[config.mk]
export PLATFORM = sky130hd
export DESIGN_NAME = conv_frame_ctrl
export DESIGN_NICKNAME = d
export VERILOG_FILES = /design/src/rtl/conv_pkg.sv /design/src/rtl/conv_win_counter.sv /design/src/rtl/conv_frame_ctrl.sv
export SDC_FILE = /design/constraint.sdc
export NUM_CORES = 1
export LEC_CHECK = 0
export ABC_AREA = 0
export CAP_MARGIN = 20
export CELL_PAD_IN_SITES_DETAIL_PLACEMENT = 1
export CELL_PAD_IN_SITES_GLOBAL_PLACEMENT = 1
export CORE_MARGIN = 2
export CORE_UTILIZATION = 40
export CTS_BUF_LIST = sky130_fd_sc_hd__clkbuf_4
export DETAILED_ROUTE_END_ITERATION = 10
export DONT_BUFFER_PORTS = 1
export PLACE_DENSITY_LB_ADDON = 0.1
export RECOVER_POWER = 25
export SYNTH_ARGS = -nofsm -noshare
export SYNTH_HDL_FRONTEND = slang
export SYNTH_SLANG_ARGS = --single-unit
[constraint.sdc]
create_clock -name clk -period 2.4 [get_ports clk]
set_input_delay 0.48 -clock clk [delete_from_list [all_inputs] [get_ports clk]]
set_output_delay 0.48 -clock clk [all_outputs]
set_load 0.1 [all_outputs]
[src/rtl/conv_pkg.sv]
// Shared definitions for the convolution frame controller: state encoding
// and the frame geometry derived from image and filter sizes.
package conv_pkg;

  localparam logic [2:0] ST_IDLE   = 3'd0;
  localparam logic [2:0] ST_CLEAR  = 3'd1;
  localparam logic [2:0] ST_FILL   = 3'd2;
  localparam logic [2:0] ST_STREAM = 3'd3;
  localparam logic [2:0] ST_DRAIN  = 3'd4;
  localparam logic [2:0] ST_DONE   = 3'd5;

  // Output columns of a valid (no padding) convolution.
  function automatic int calc_ow(input int width, input int fsize);
    return width - fsize + 1;
  endfunction

  // Output rows of a valid (no padding) convolution.
  function automatic int calc_oh(input int height, input int fsize);
    return height - fsize + 1;
  endfunction

  // Pixels in one frame.
  function automatic int calc_npix(input int width, input int height);
    return width * height;
  endfunction

  // Pixels needed to prime the window buffer before the first window.
  function automatic int calc_nfill(input int width, input int fsize);
    return width * (fsize - 1);
  endfunction

endpackage

[src/rtl/conv_win_counter.sv]
// Window coordinate counter: tags each accepted window with its output
// row/column and flags the final one; extra windows are dropped.
module conv_win_counter #(
  parameter int OW = 24,
  parameter int OH = 24
) (
  input  logic       clk,
  input  logic       rst,
  input  logic       clr,
  input  logic       en,
  input  logic       win_valid,
  output logic       out_valid,
  output logic [7:0] out_row,
  output logic [7:0] out_col,
  output logic       out_last,
  output logic       all_done
);

  logic [7:0] row_q;
  logic [7:0] col_q;
  logic       done_q;
  logic       at_last_col;
  logic       at_last_row;

  assign at_last_col = (col_q == 8'(OW - 1));
  assign at_last_row = (row_q == 8'(OH - 1));
  assign out_valid   = win_valid & en & ~done_q;
  assign out_last    = out_valid & at_last_col & at_last_row;
  assign out_row     = row_q;
  assign out_col     = col_q;
  assign all_done    = done_q;

  // Advance the raster coordinate on every accepted window; hold at the last one.
  always_ff @(posedge clk or posedge rst) begin
    if (rst) begin
      row_q  <= 8'd0;
      col_q  <= 8'd0;
      done_q <= 1'b0;
    end else if (clr) begin
      row_q  <= 8'd0;
      col_q  <= 8'd0;
      done_q <= 1'b0;
    end else if (out_valid) begin
      if (out_last) begin
        done_q <= 1'b1;
      end else if (at_last_col) begin
        col_q <= 8'd0;
        row_q <= row_q + 8'd1;
      end else begin
        col_q <= col_q + 8'd1;
      end
    end
  end

endmodule

[src/rtl/conv_frame_ctrl.sv]
// Convolution frame controller: sequences one image frame from pixel memory
// into the window buffer and forwards tagged window strobes to the MAC stage.
//
// Handshake: a memory read issues in a cycle where mem_rd_en and mem_gnt are
// both high; its data is on mem_rd_data exactly one cycle later, and that same
// cycle the pixel appears on buf_data with buf_in_val high. Window strobes are
// combinational: out_valid follows win_valid in the same cycle while busy.
module conv_frame_ctrl
  import conv_pkg::*;
#(
  parameter int WIDTH       = 28,
  parameter int HEIGHT      = 28,
  parameter int DATA_BITS   = 8,
  parameter int FILTER_SIZE = 5,
  parameter int ADDR_BITS   = 10
) (
  input  logic                 clk,
  input  logic                 rst,
  input  logic                 start,
  input  logic                 abort,
  output logic                 busy,
  output logic                 done,
  output logic                 err,
  output logic                 mem_rd_en,
  output logic [ADDR_BITS-1:0] mem_addr,
  input  logic                 mem_gnt,
  input  logic [DATA_BITS-1:0] mem_rd_data,
  output logic                 buf_rst_n,
  output logic                 buf_in_val,
  output logic [DATA_BITS-1:0] buf_data,
  input  logic                 win_valid,
  output logic                 out_valid,
  output logic [7:0]           out_row,
  output logic [7:0]           out_col,
  output logic                 out_last,
  output logic [2:0]           state_dbg
);

  localparam int OW         = calc_ow(WIDTH, FILTER_SIZE);
  localparam int OH         = calc_oh(HEIGHT, FILTER_SIZE);
  localparam int NPIX       = calc_npix(WIDTH, HEIGHT);
  localparam int NFILL      = calc_nfill(WIDTH, FILTER_SIZE);
  localparam int WD_CYCLES  = 2 * WIDTH;
  localparam int WD_BITS    = $clog2(WD_CYCLES + 1);
  localparam logic [ADDR_BITS-1:0] NFILL_LAST = ADDR_BITS'(NFILL - 1);
  localparam logic [ADDR_BITS-1:0] NPIX_LAST  = ADDR_BITS'(NPIX - 1);
  localparam logic [WD_BITS-1:0]   WD_LAST    = WD_BITS'(WD_CYCLES - 1);

  logic [2:0]           state_q;
  logic [2:0]           state_d;
  logic [ADDR_BITS-1:0] addr_q;
  logic [WD_BITS-1:0]   wd_q;
  logic                 err_q;
  logic                 val_q;
  logic                 zero_q;
  logic                 abort_q;
  logic                 aborting;
  logic                 in_fill;
  logic                 in_stream;
  logic                 slot_adv;
  logic                 win_done;
  logic                 win_clr;
  logic                 wd_expire;

  assign in_fill   = (state_q == ST_FILL);
  assign in_stream = (state_q == ST_STREAM);
  assign aborting  = abort & (state_q != ST_IDLE);
  // A slot moves the address and produces a buffer pixel: granted FILL reads,
  // and every STREAM cycle (an ungranted one becomes a zero pixel).
  assign slot_adv  = (in_fill & mem_gnt) | in_stream;
  assign wd_expire = (state_q == ST_DRAIN) & (wd_q == WD_LAST);
  assign win_clr   = aborting | (state_q == ST_CLEAR);

  assign busy       = (state_q != ST_IDLE);
  assign done       = (state_q == ST_DONE);
  assign err        = err_q;
  assign mem_rd_en  = in_fill | in_stream;
  assign mem_addr   = addr_q;
  assign buf_rst_n  = ~(rst | (state_q == ST_CLEAR) | abort_q);
  assign buf_in_val = val_q;
  assign buf_data   = (val_q & ~zero_q) ? mem_rd_data : '0;
  assign state_dbg  = state_q;

  // Next-state decode; abort overrides every busy state.
  always_comb begin
    state_d = state_q;
    case (state_q)
      ST_IDLE:   if (start && !abort) state_d = ST_CLEAR;
      ST_CLEAR:  state_d = ST_FILL;
      ST_FILL:   if (mem_gnt && addr_q == NFILL_LAST) state_d = ST_STREAM;
      ST_STREAM: if (addr_q == NPIX_LAST) state_d = ST_DRAIN;
      ST_DRAIN:  if (win_done || wd_expire) state_d = ST_DONE;
      ST_DONE:   state_d = ST_IDLE;
      default:   state_d = ST_IDLE;
    endcase
    if (aborting) state_d = ST_IDLE;
  end

  // State register.
  always_ff @(posedge clk or posedge rst) begin
    if (rst) state_q <= ST_IDLE;
    else     state_q <= state_d;
  end

  // Raster address and drain watchdog; both restart outside an active frame.
  always_ff @(posedge clk or posedge rst) begin
    if (rst) begin
      addr_q <= '0;
      wd_q   <= '0;
    end else if (aborting || state_q == ST_IDLE || state_q == ST_CLEAR) begin
      addr_q <= '0;
      wd_q   <= '0;
    end else begin
      if (slot_adv && addr_q != NPIX_LAST) addr_q <= addr_q + ADDR_BITS'(1);
      if (state_q == ST_DRAIN) wd_q <= wd_q + WD_BITS'(1);
      else                     wd_q <= '0;
    end
  end

  // Sticky error: cleared by an accepted start, set by a STREAM underrun or a
  // drain timeout; an abort leaves it alone.
  always_ff @(posedge clk or posedge rst) begin
    if (rst) begin
      err_q <= 1'b0;
    end else if ((state_q == ST_IDLE && start && !abort) || state_q == ST_CLEAR) begin
      err_q <= 1'b0;
    end else if (!aborting) begin
      if (in_stream && !mem_gnt)   err_q <= 1'b1;
      else if (wd_expire && !win_done) err_q <= 1'b1;
    end
  end

  // One-cycle pipeline that lines buf_in_val up with the returning read data.
  always_ff @(posedge clk or posedge rst) begin
    if (rst) begin
      val_q   <= 1'b0;
      zero_q  <= 1'b0;
      abort_q <= 1'b0;
    end else begin
      val_q   <= slot_adv & ~aborting;
      zero_q  <= in_stream & ~mem_gnt & ~aborting;
      abort_q <= aborting;
    end
  end

  conv_win_counter #(
    .OW (OW),
    .OH (OH)
  ) u_win_counter (
    .clk       (clk),
    .rst       (rst),
    .clr       (win_clr),
    .en        (busy),
    .win_valid (win_valid),
    .out_valid (out_valid),
    .out_row   (out_row),
    .out_col   (out_col),
    .out_last  (out_last),
    .all_done  (win_done)
  );

endmodule

# After elaboration in Yosys (flattened, before gate mapping)
# Index checks and enable logic that the tools add are counted.
# classes
add_sub_neg,4
n_eq_ne,17
muxes,26
bitwise,21
n_reduce_logical,26
# op_table
cell,count
$mux W8,9
$mux W10,2
$add A8 B1 Y8 const B,2
$eq A8 B5 Y1 const B,2
$mux W3,5
$pmux W3 S5,1
$mux W6,2
$and A1 B1 Y1,11
$add A10 B1 Y10 const B,1
$eq A10 B10 Y1 const B,1
$eq A10 B7 Y1 const B,1
$ne A10 B10 Y1 const B,1
$reduce_bool A2 Y1,4
$logic_and A1 B1 Y1,7
$mux W1,7
$add A6 B1 Y6 const B,1
$eq A3 B2 Y1 const B,2
$eq A3 B3 Y1 const B,2
$eq A6 B6 Y1 const B,1
$ne A3 B2 Y1 const B,2
$ne A3 B3 Y1 const B,2
$reduce_and A2 Y1,3
$reduce_bool A3 Y1,2
$not A1 Y1,5
8 further kinds,18
# word_totals
reg_bits,40
in_bits,14
output_inout_bits,45
wordCells,104

# Depth between registers and ports, before layout
# Gate-level depths: netlist (run 1).
# depth
word_depth,8
ltp_mapped,7
mapped_depth_nobuf,5

# Hierarchy
# Synthesis (run 1) repeated with hierarchy kept, for this count alone.
# unflattened
hier_cells,240
area_unflattened_um2,2207.1
# modules_own_cells
mod,n_inst,cells_per_inst,area_each_um2,seq_area_each_um2
conv_frame_ctrl,1,134,1237.4,575.6
conv_win_counter,1,106,969.7,425.4

# Least setup slack after synthesis (run 1)
# OpenSTA, ideal clock, no wires.
# synth_path
kind,register to output
from,register u_win_counter.col_q[4] (netlist: u_win_counter.out_col[4])
to,output out_last
arrival_time_ns,3.550
t_required_ns,1.920
setup_slack_ns,-1.630
path_stages_with_launch,6
n_path_buf,2
cell_sequence,dfrtp_1 > or4b_4 > or4_1 > buf_2 > clkbuf_1 > nor2_1
# synth_between
elab_chain_len,3
# synth_rtl
element,line_no,rtl
"start, declared",conv_win_counter.sv:20,logic [7:0] col_q;
"start signal, assigned",conv_win_counter.sv:50,col_q <= col_q + 8'd1;
$eq A8 B5 Y1,conv_win_counter.sv:25,assign at_last_col = (col_q == 8'(OW - 1));
$and A1 B1 Y1 (2 in a row),conv_win_counter.sv:28,assign out_last = out_valid & at_last_col & at_last_row;
"end, declared",conv_frame_ctrl.sv:35,"output logic out_last,"
# No other way between the ends.

# Final worst setup path (run 1)
# layout_path
from,register u_win_counter.col_q[3] (netlist: u_win_counter.out_col[3])
to,output out_last
# Same word-level chain as after synthesis.

==> metrics list, run 1 <==
- Synthesis inferred 40 register bits.
* Area occupied by multi-input gates: ~0.0012 mm²
* Seq. cell area: 0.00103 mm²
* Clock buffer depth: 2
- Count of mapped cells out of synthesis: about 250
- The die is 78.5 µm tall.
- Setup violations remaining at the end of the flow were counted as 2.
- Worst-Margin Slew: ~1.0 ns
* Synthesized-area fraction occupied by ao, oa, aoi and oai cells: 14.0%
- The number of hold violations in the final report was 0.
* Post-detailed-route wirelength per cell: 16.7 µm
- XOR/XNOR Fraction of Synth Area: around 2.8%
- In this run the biggest area consumer among cell types represents 45.1% of the synthesized area.
- Synthesized area divided by synthesized cell count: roughly 9 µm²
- STA classifies the critical path startpoint as a flip-flop.
- After the flow finishes, the layout carries non-filler instances totaling 370.
- For the final routed database, the setup TNS stands at -0.225 ns.
- The most used flip-flop cell after synthesis is dfrtp_1.
- The floorplan step defined a die boundary enclosing a little over 0.006 mm².
- The synthesized netlist devotes 31.1% of its cell area to simple gates.
- The internal portion of the total power is 0.00118 W.
* Critical Setup Path Class: flip-flop to output port
- Unrepaired setup endpoints after global routing: true
- CTS clk-pin slew, worst paths: between 0.1 and 0.15 ns
- Number of antenna violations at the first check in global routing: 0
- TritonCTS built the clock tree.
- Cell chosen for the clock root: clkbuf_4
- Measured against its own limit, the worst slew margin works out to roughly a third.
* Hold Path Class: input port to flip-flop
* Largest delay contributor family on the critical path: simple AND/OR/NAND/NOR gates
- Longest individual stage delay on the worst path: 0.54 ns
- IR analysis of the VDD net gives a maximum drop of about 0.54 mV.
* Top cells by area in the synthesized netlist: dfrtp_1 45%, a21oi_1 4.3%, o21ai_0 3.6%
- Total standard cell area after synthesis: approximately 0.0022 mm²
- Via count of the first global-routing pass: approximately 2200
* Max_cap viols: 0
- In this run, CTS created clock tree buffers numbering 5.
- The first global-routing pass estimated about 11 mm of wire.
* Number of remaining DRC errors: 0
- Summing the sequential cell areas from Yosys gives approximately 45% of the chip area.
- Worst path arrival time: around 2.1 ns
* Total gr overflow: 0
- Fill cells: about 610
- The HPWL after detailed placement is 4.75 mm.
- Of all cell types, the one taking the most synthesized area is dfrtp_1.
- Commonest cells post-synth: 40 x dfrtp_1, 20 x nor2_1, 19 x a21oi_1, 16 x o21ai_0
- Static Leak: about 1.2 nW
- Violated checks: setup timing
* Placed standard-cell area: ~0.0029 mm²
* Post-Route Skew: between 0.01 and 0.015 ns
- The detailed router finished its first iteration with 93 violations.
* Total wire length: ~6.2 mm
- Placement Rows: 27
* Total net switching power: 0.00101 W
- Yosys printed 0 warnings.
- Final RePlAce weighted congestion: between 0.7 and 0.8
* Worst-case hold slack: between 0.15 and 0.2 ns
* Cells along the critical path: or4b_4 -> or4_4 -> nor2_4 -> buf_12
- The tree built by TritonCTS fans out to 40 sinks.
* Number of vias per cell: approximately 5.7
- H-Tree Level Count: 2
* Power density of the placed cells: between 700 and 800 mW/mm²
- Number of inserted diodes: 0
* NumNets Final: between 300 and 400
- Together, buffers and inverters on the worst path number 1.
* Post-Synthesis Net Count: around 260
- Peak Freq: 382 MHz
* Critical hold path startpoint: abort
* Sequential cell fraction of total power: about a third
- Yosys instantiated no cell more often than dfrtp_1.
- Minimum clock period: around 2.6 ns
- The worst setup path is captured at an output port.
- Number of placed instances, taps included: roughly 360
- During placement, the flow inserted port buffers numbering 0.
- Share of power burned in the clock network: a little over a fifth
- The die is slightly below 80 µm wide.
- On the critical path, the stage with the largest delay is an instance of or4b_4.
- Std-Cell Core Area: roughly 0.0054 mm²
- Setup slack on the critical path of the routed design comes to -0.219 ns.
- Post-route design area: 0.00299 mm²
- Unique cell type count in the Yosys netlist: 44
- Area Overhead vs Synth: 34.4%
- Max-slew violation count: 0
- Summing the areas of all fa, ha and maj instances in the mapped netlist gives 2.70% of the synthesized area.
- Post-route clock period utilization: 109%
- Of the total power, combinational logic draws between 40% and 50%.
- Net switching is between 40 and 50% of the power.
- Layout cells sized above 1: approximately a third
- Mux share of post-synthesis cell area: less than 1%
- Critical-path maximum fanout: 2
* GRT Resource Usage Total: between 20% and 30%
* Worst setup slack before clock tree synthesis: -0.000898 ns
- Starting density of the core: roughly two fifths
* Number of buffers inserted for hold repair after clock tree synthesis: 0
* Post-synth ARST share: 100%
- The count of nets left with antenna violations once routing finished came out at 0.
* First element of the critical path: u_win_counter.out_col[3]
* Main combinational cell family by area after synthesis: simple AND/OR/NAND/NOR gates
- Total vias in the final route: between 2000 and 2500
- Pin placement for this block handled around 60 I/O pins.
* Number of enable flip-flop cells after synthesis: 0
* Largest net degree at the start of global routing: 41
* Run status: finished, violations left
- Critical Path RT: roughly 1.9 ns
* Clock latency at the later pin of the worst-skew pair: ~0.35 ns
- The pre-antenna-repair detailed-routing pass consisted of 4 iterations.
- The worst register-to-register path begins at u_win_counter.out_col[3].
layout make-up:
class	count	area share, %
Sequential cell	40	34.4
Tap cell	72	3.02
Clock buffer	5	1.26
Multi-Input combinational cell	186	40.4
Timing Repair Buffer	53	17.9
Clock inverter	3	1.42
Inverter	11	1.63
cells in the final DEF (no fill, tap or decap), drive strengths merged, types with 2 or more instances in the layout:
| cell type | Yosys | final |
|---|---|---|
| or4 | 9 | 9 |
| nand4 | 5 | 5 |
| nor4b | 2 | 2 |
| o31ai | 6 | 6 |
| a21oi | 19 | 19 |
| nor2 | 20 | 20 |
| and3 | 4 | 4 |
| inv | 11 | 9 |
| ha | 4 | 4 |
| or4b | 2 | 2 |
| nor3 | 6 | 6 |
| o21ai | 16 | 16 |
| nor2b | 4 | 4 |
| and2 | 11 | 11 |
| clkbuf | 8 | 6 |
| xor2 | 4 | 4 |
| dfrtp | 40 | 40 |
| nand2b | 2 | 2 |
| nand3 | 14 | 14 |
| or2 | 3 | 3 |
| buf | 1 | 52 |
| o21a | 2 | 2 |
| mux2i | 2 | 2 |
| or3 | 11 | 11 |
| clkinvlp | 0 | 3 |
| nor4 | 5 | 5 |
| xnor2 | 3 | 3 |
| nand3b | 2 | 2 |
| nand2 | 14 | 14 |
| and4 | 2 | 2 |
worst paths after layout:
path | end | slack [ns] | cells after the start
worst max-delay path | out_last | -0.22 | 4
worst min-delay path | state_dbg[2] | 0.17 | 1
worst max register to register | u_win_counter.out_row[6] | -0.01 | 5
worst min register to register | wd_q[0] | 0.48 | 1
max in group asynchronous | state_dbg[1] | 1.33 | 2
min in group asynchronous | mem_addr[4] | 0.32 | 2
through the flow:
stage               utilization [%]  total power [W]
detailed placement             53.2          0.00174
floorplan                         -          0.00148
global route                   54.9          0.00229
global placement               53.2          0.00173
finish                         54.9          0.00219
CTS                            54.8          0.00221
metal layers:
metal  up-vias  part of all wire (%)  global-route usage [%]
li1       1008                     -                       -
met4         0                   1.1                    6.14
met3         6                   5.5                    5.52
met2        44                    49                    37.2
met1      1038                    44                    27.2
met5         -                     0                       0
logic make-up after synthesis:
| group | count (synthesis) |
|---|---|
| compound gates | 52 |
| xor+xnor | 7 |
| fa+ha+maj | 5 |
| buf+inv | 20 |
| flops | 40 |
| mux | 2 |
| simple gates | 120 |
power by group through the flow:
stage	sequential [W]	combinational (W)	clock, W
after floorplan	0.000940	0.000544	0
after global placement	0.000768	0.000965	0
after detailed placement	0.000771	0.000974	0
after CTS	0.000758	0.000977	0.000477
after global routing	0.000762	0.00102	0.000506
final	0.000757	0.000970	0.000458
sequential cells by signal (all words and copies together), names as in the netlist:
signal / cells
mem_addr: 10
u_win_counter.out_col: 8
u_win_counter.out_row: 8
wd_q: 6
state_dbg: 3
abort_q: 1
buf_in_val: 1
err: 1
u_win_counter.all_done: 1
zero_q: 1
worst reg2reg max path, delay by kind of cell, from the launching register on:
family                 cells  cell delay [ns]
AOI/OAI and AO/OA          1             0.15
and+or+nand+nor            3             1.50
buffers and inverters      1             0.20
DFF                        1             0.49
timing repair:
item	in CTS	in global routing
gates resized for setup	1	2
pin swaps	1	0
setup buffers	0	0
endpoints found under the setup margin	6	7
Note: power is estimated with default switching activity, not from simulation.
==> run 2, diff against run 1 <==
--- a/config.mk
+++ b/config.mk
@@ -20,2 +20,3 @@
 export SYNTH_HDL_FRONTEND = slang
+export SYNTH_HIERARCHICAL = 1
 export SYNTH_SLANG_ARGS = --single-unit
==> constraint.sdc (replaced) <==
create_clock -name clk -period 2.4 [get_ports clk]
set_input_delay 0.6 -clock clk [delete_from_list [all_inputs] [get_ports clk]]
set_output_delay 0.6 -clock clk [all_outputs]
set_load 0.1 [all_outputs]
==> run 2 against run 1 <==
  * Largest cell class unchanged
  * Final cell count down 2.2%
  * Sequential share of layout area grew 0.37 points
  * The run still ends with setup timing left
  * Design area fell by 2.4%
  * Largest power group unchanged
  * Combinational power is 30% higher
  * Fmax up 7.9%
  * Highest routed layer unchanged
  * Sequential cell count unchanged
==> metrics list, run 2 <==
- Run status: finished, violations left
- Violated checks: setup timing
* Max_cap viols: 0 (unchanged)
- Commonest cells post-synth: 40 x dfrtp_1, 25 x a21oi_1, 21 x nor2_1, 14 x o21ai_0, 13 x nand2_1
* Seq. cell area: 0.00101 mm² (-1.3%)
* Std-Cell Core Area: 0.00541 mm² (-0.62%)
- The async set or reset register ratio after synthesis is 100% (unchanged).
- Placement Rows: 27 (unchanged)
* Number of remaining DRC errors: 0 (unchanged)
- Total setup violations reported at the end of the flow: 1 (-1)
- The global-route wire length before repair came to 11.2 mm (+5.8%).
- The die width is 78.3 µm (-0.30%).
* GR met1 Demand/Resource: 27.4% (+0.18 points)
- Total standard cell area after synthesis: 0.00221 mm² (-0.62%)
- The fraction of met3 tracks used by global routing was 6.90% (+1.4 points).
* Final design utilization: 53.9% (-0.98 points)
* Remaining antenna violation count: 0 (unchanged)
- Final RePlAce weighted congestion: 0.837 (+7.3%)
- Unrepaired setup endpoints after global routing: true
* GRT Resource Usage Total: 23.4% (+1.7 points)
* Max-slew violation count: 0 (unchanged)
* Fill cells: 620 (+2.3%)
- The area of the die is 0.00613 mm² (-0.60%).
* Number of placed instances, taps included: 351 (-3.0%)
- Number of buffers inserted for hold repair after clock tree synthesis: 0 (unchanged)
* Number of vias per cell: 5.66 (-0.13%)
- Post-synth top flop: dfrtp_1
- NumNets Final: 307 (-2.5%)
- The pin count of the biggest net entering global routing came to 24 (-41%).
- The tree is rooted in a clkbuf_4.
* Via count of the first global-routing pass: 2255 (+2.8%)
- Buffers added on ports: 0 (unchanged)
* Worst-Margin Slew: 0.932 ns (-0.0864 ns)
- Critical-path maximum fanout: 2 (unchanged)
- The share of Yosys cell area claimed by the top area cell type came to 45.4% (+0.28 points).
- The synthesized netlist net count came to 258 (-2.3%).
* Static Leak: 1.21 nW (about the same)
- The leftover overflow at the end of global routing came to 0 (unchanged).
* Synthesized area divided by synthesized cell count: 9.20 µm² (+1.9%)
- The post-layout instance area came to 0.00291 mm² (-2.4%).
* CTS clk-pin slew, worst paths: 0.13 ns (about the same)
* Count of mapped cells out of synthesis: 240 (-2.4%)
* Worst path arrival time: 1.83 ns (-0.31 ns)
- Max-slew headroom: 37.9% (+5.8 points)
- Compared with the post-synthesis result, the final layout area differs by 32.0%.
- Total vias in the final route: 2048 (-2.3%)
- Cells on worst reg2reg path: 6 (+1)
* Clock buffer depth: 2 (unchanged)
- The worst setup path is launched from a flip-flop.
- Area occupied by multi-input gates: 0.00119 mm² (-1.8%)
* Global route hottest layer: met2
* H-Tree Level Count: 2 (unchanged)
* Power Total: 0.00248 W (+13%)
* Power density of the placed cells: 851 mW/mm² (+16%)
- Leaving out fill and tap cells, the most frequent cell in the layout is buf_4.
- Top-level port count: 59 (unchanged)
* Post-route clock period utilization: 101% (-8.0 points)
- Largest vdd supply drop: 0.530 mV (-1.1%)
- The sink count of the clock tree came to 40 (unchanged).
- Unique cell type count in the Yosys netlist: 43 (-2.3%)
- Sequential share of the synthesized area: 45.4% (+0.28 points)
- By area the synthesized netlist is led by dfrtp_1 45%, a21oi_1 5.7%, nor2_1 3.6%.
- Among all cell types in the netlist, the one instantiated most often is dfrtp_1.
- Total wire length: 6.74 mm (+9.0%)
* Number of buffers inserted during clock tree synthesis: 5 (unchanged)
- Final cell count without fillers: 362 (-2.2%)
* Placed standard-cell area: 0.00279 mm² (-3.5%)
- Worst setup slack before clock tree synthesis: 0.234 ns (+0.235 ns)
- The top cell types in the final layout, fill and taps aside, are 40 x buf_4, 35 x dfrtp_1, 25 x a21oi_1.
* Number of inserted diodes: 0 (unchanged)
* Synthesized flop and latch total: 40 (unchanged)
- Critical Setup Path Class: flip-flop to output port
* Number of antenna violations at the first check in global routing: 0 (unchanged)
- The required arrival time at the worst endpoint came to 1.80 ns (-0.12 ns).
- The number of enable flip-flop cells after synthesis was 0 (unchanged).
- Max FFs per register: 10 (unchanged)
- The first-iteration detailed-routing DRC count was 44 (-53%).
- The setup slack after layout was -0.0264 ns (+0.192 ns).
* Cell taking the most area after synthesis: dfrtp_1
* Clock latency at the later pin of the worst-skew pair: 0.36 ns (about the same)
- Layout cells sized above 1: 30.3% (-2.2 points)
- Number of warnings printed during yosys synthesis: 6 (+6)
- The number of hold violations in the final report came to 0 (unchanged).
- The height of the chip was 78.3 µm (-0.30%).
- The met2 track utilization from global routing came to 41.7% (+4.5 points).
- Peak Freq: 412 MHz (+7.9%)
* Number of detailed-routing iterations run before antenna repair: 4 (unchanged)
- Starting density of the core: 40.8% (about the same)
* Detailed Place HPWL: 5.18 mm (+9.0%)
- Post-detailed-route wirelength per cell: 18.6 µm (+11%)
* Hold Path Class: input port to asynchronous set/reset pin
- The setup clock skew after layout is 0.00729 ns (-0.00441 ns).
- STA classifies the critical path endpoint as an output port.
* Minimum clock period: 2.43 ns (-0.192 ns)
- TritonCTS built the clock tree.
-- run 2: changes by cell type after synthesis, moves of 2 or more --
cell,change
a21oi_1,+6
and3_1,-3
inv_1,-3
nand3_1,-3
a21o_1,+2
nand3_2,+2
nor4_1,+2
nor4b_1,-2
o21ai_0,-2
o31ai_1,+2
xnor2_1,+2
-- run 2: where the power goes --
part           internal, W  switching (W)  total (W)
Clock             0.000217       0.000241   0.000458
Combinational     0.000326       0.000933    0.00126
Sequential        0.000720      0.0000429   0.000763
-- run 2: area by class of cell --
type / count / area share [%]
clock buffers: 5 / 1.29
flip-flops and latches: 40 / 34.7
well taps: 72 / 3.09
repair buffers: 51 / 17.6
multi-input cells: 183 / 40.7
clock inverters: 3 / 1.46
inverters: 8 / 1.16
-- run 2: cell families (layout without fill, tap and decap cells) --
group	count (synthesis)	after routing	synth area share, %
fa+ha+maj	4	4	2.27
flops	40	40	45.4
buf+inv	17	67	3.29
xor+xnor	8	8	3.17
mux	2	2	0.964
compound gates	53	53	13.5
simple gates	116	116	31.4
-- run 2: what timing repair did --
item,CTS,global route
gates cloned,0,0
pin swaps,3,1
buffers inserted,2,1
endpoints found under the setup margin,2,3
resized for setup,2,2
-- run 2: worst max-delay path, cell delays in order (launching register included) --
cell and delay (ns):
dfrtp_4 0.49, or3_4 0.37, nand3b_1 0.16, clkinvlp_4 0.14, nand3_4 0.09, nor2_4 0.05, buf_12 0.16
-- run 2: worst paths after layout --
| path | startpoint | to | slack (ns) |
|---|---|---|---|
| min in group clk | abort | state_dbg[2] | 0.28 |
| setup reg to reg | u_win_counter/out_col[1] | u_win_counter/out_row[7] | 0.27 |
| setup / recovery | state_dbg[0] | out_last | -0.03 |
| hold / removal | rst | u_win_counter/out_row[2] | 0.20 |
| max in group asynchronous | rst | state_dbg[2] | 1.48 |
| hold reg to reg | wd_q[0] | wd_q[0] | 0.47 |
-- run 2: stage by stage --
step / TNS [ns] / hold slack (ns)
after floorplan: -6.38 / 0.432
after global placement: 0 / 0.446
after detailed placement: 0 / 0.461
after CTS: -0.0500 / 0.219
after global routing: -0.163 / 0.231
final: -0.0264 / 0.203
-- run 2: layer usage --
metal  wire (µm)  up-vias
met5           0        -
met4         117        0
met3         376       11
met2        3520       43
met1        2730     1028
li1            -      966
==> run 3, diff against run 2 <==
Settings changed: SLEW_MARGIN set to 20.
==> results of run 3 <==
Final layout, timing and power as in run 2 (identical DEF).
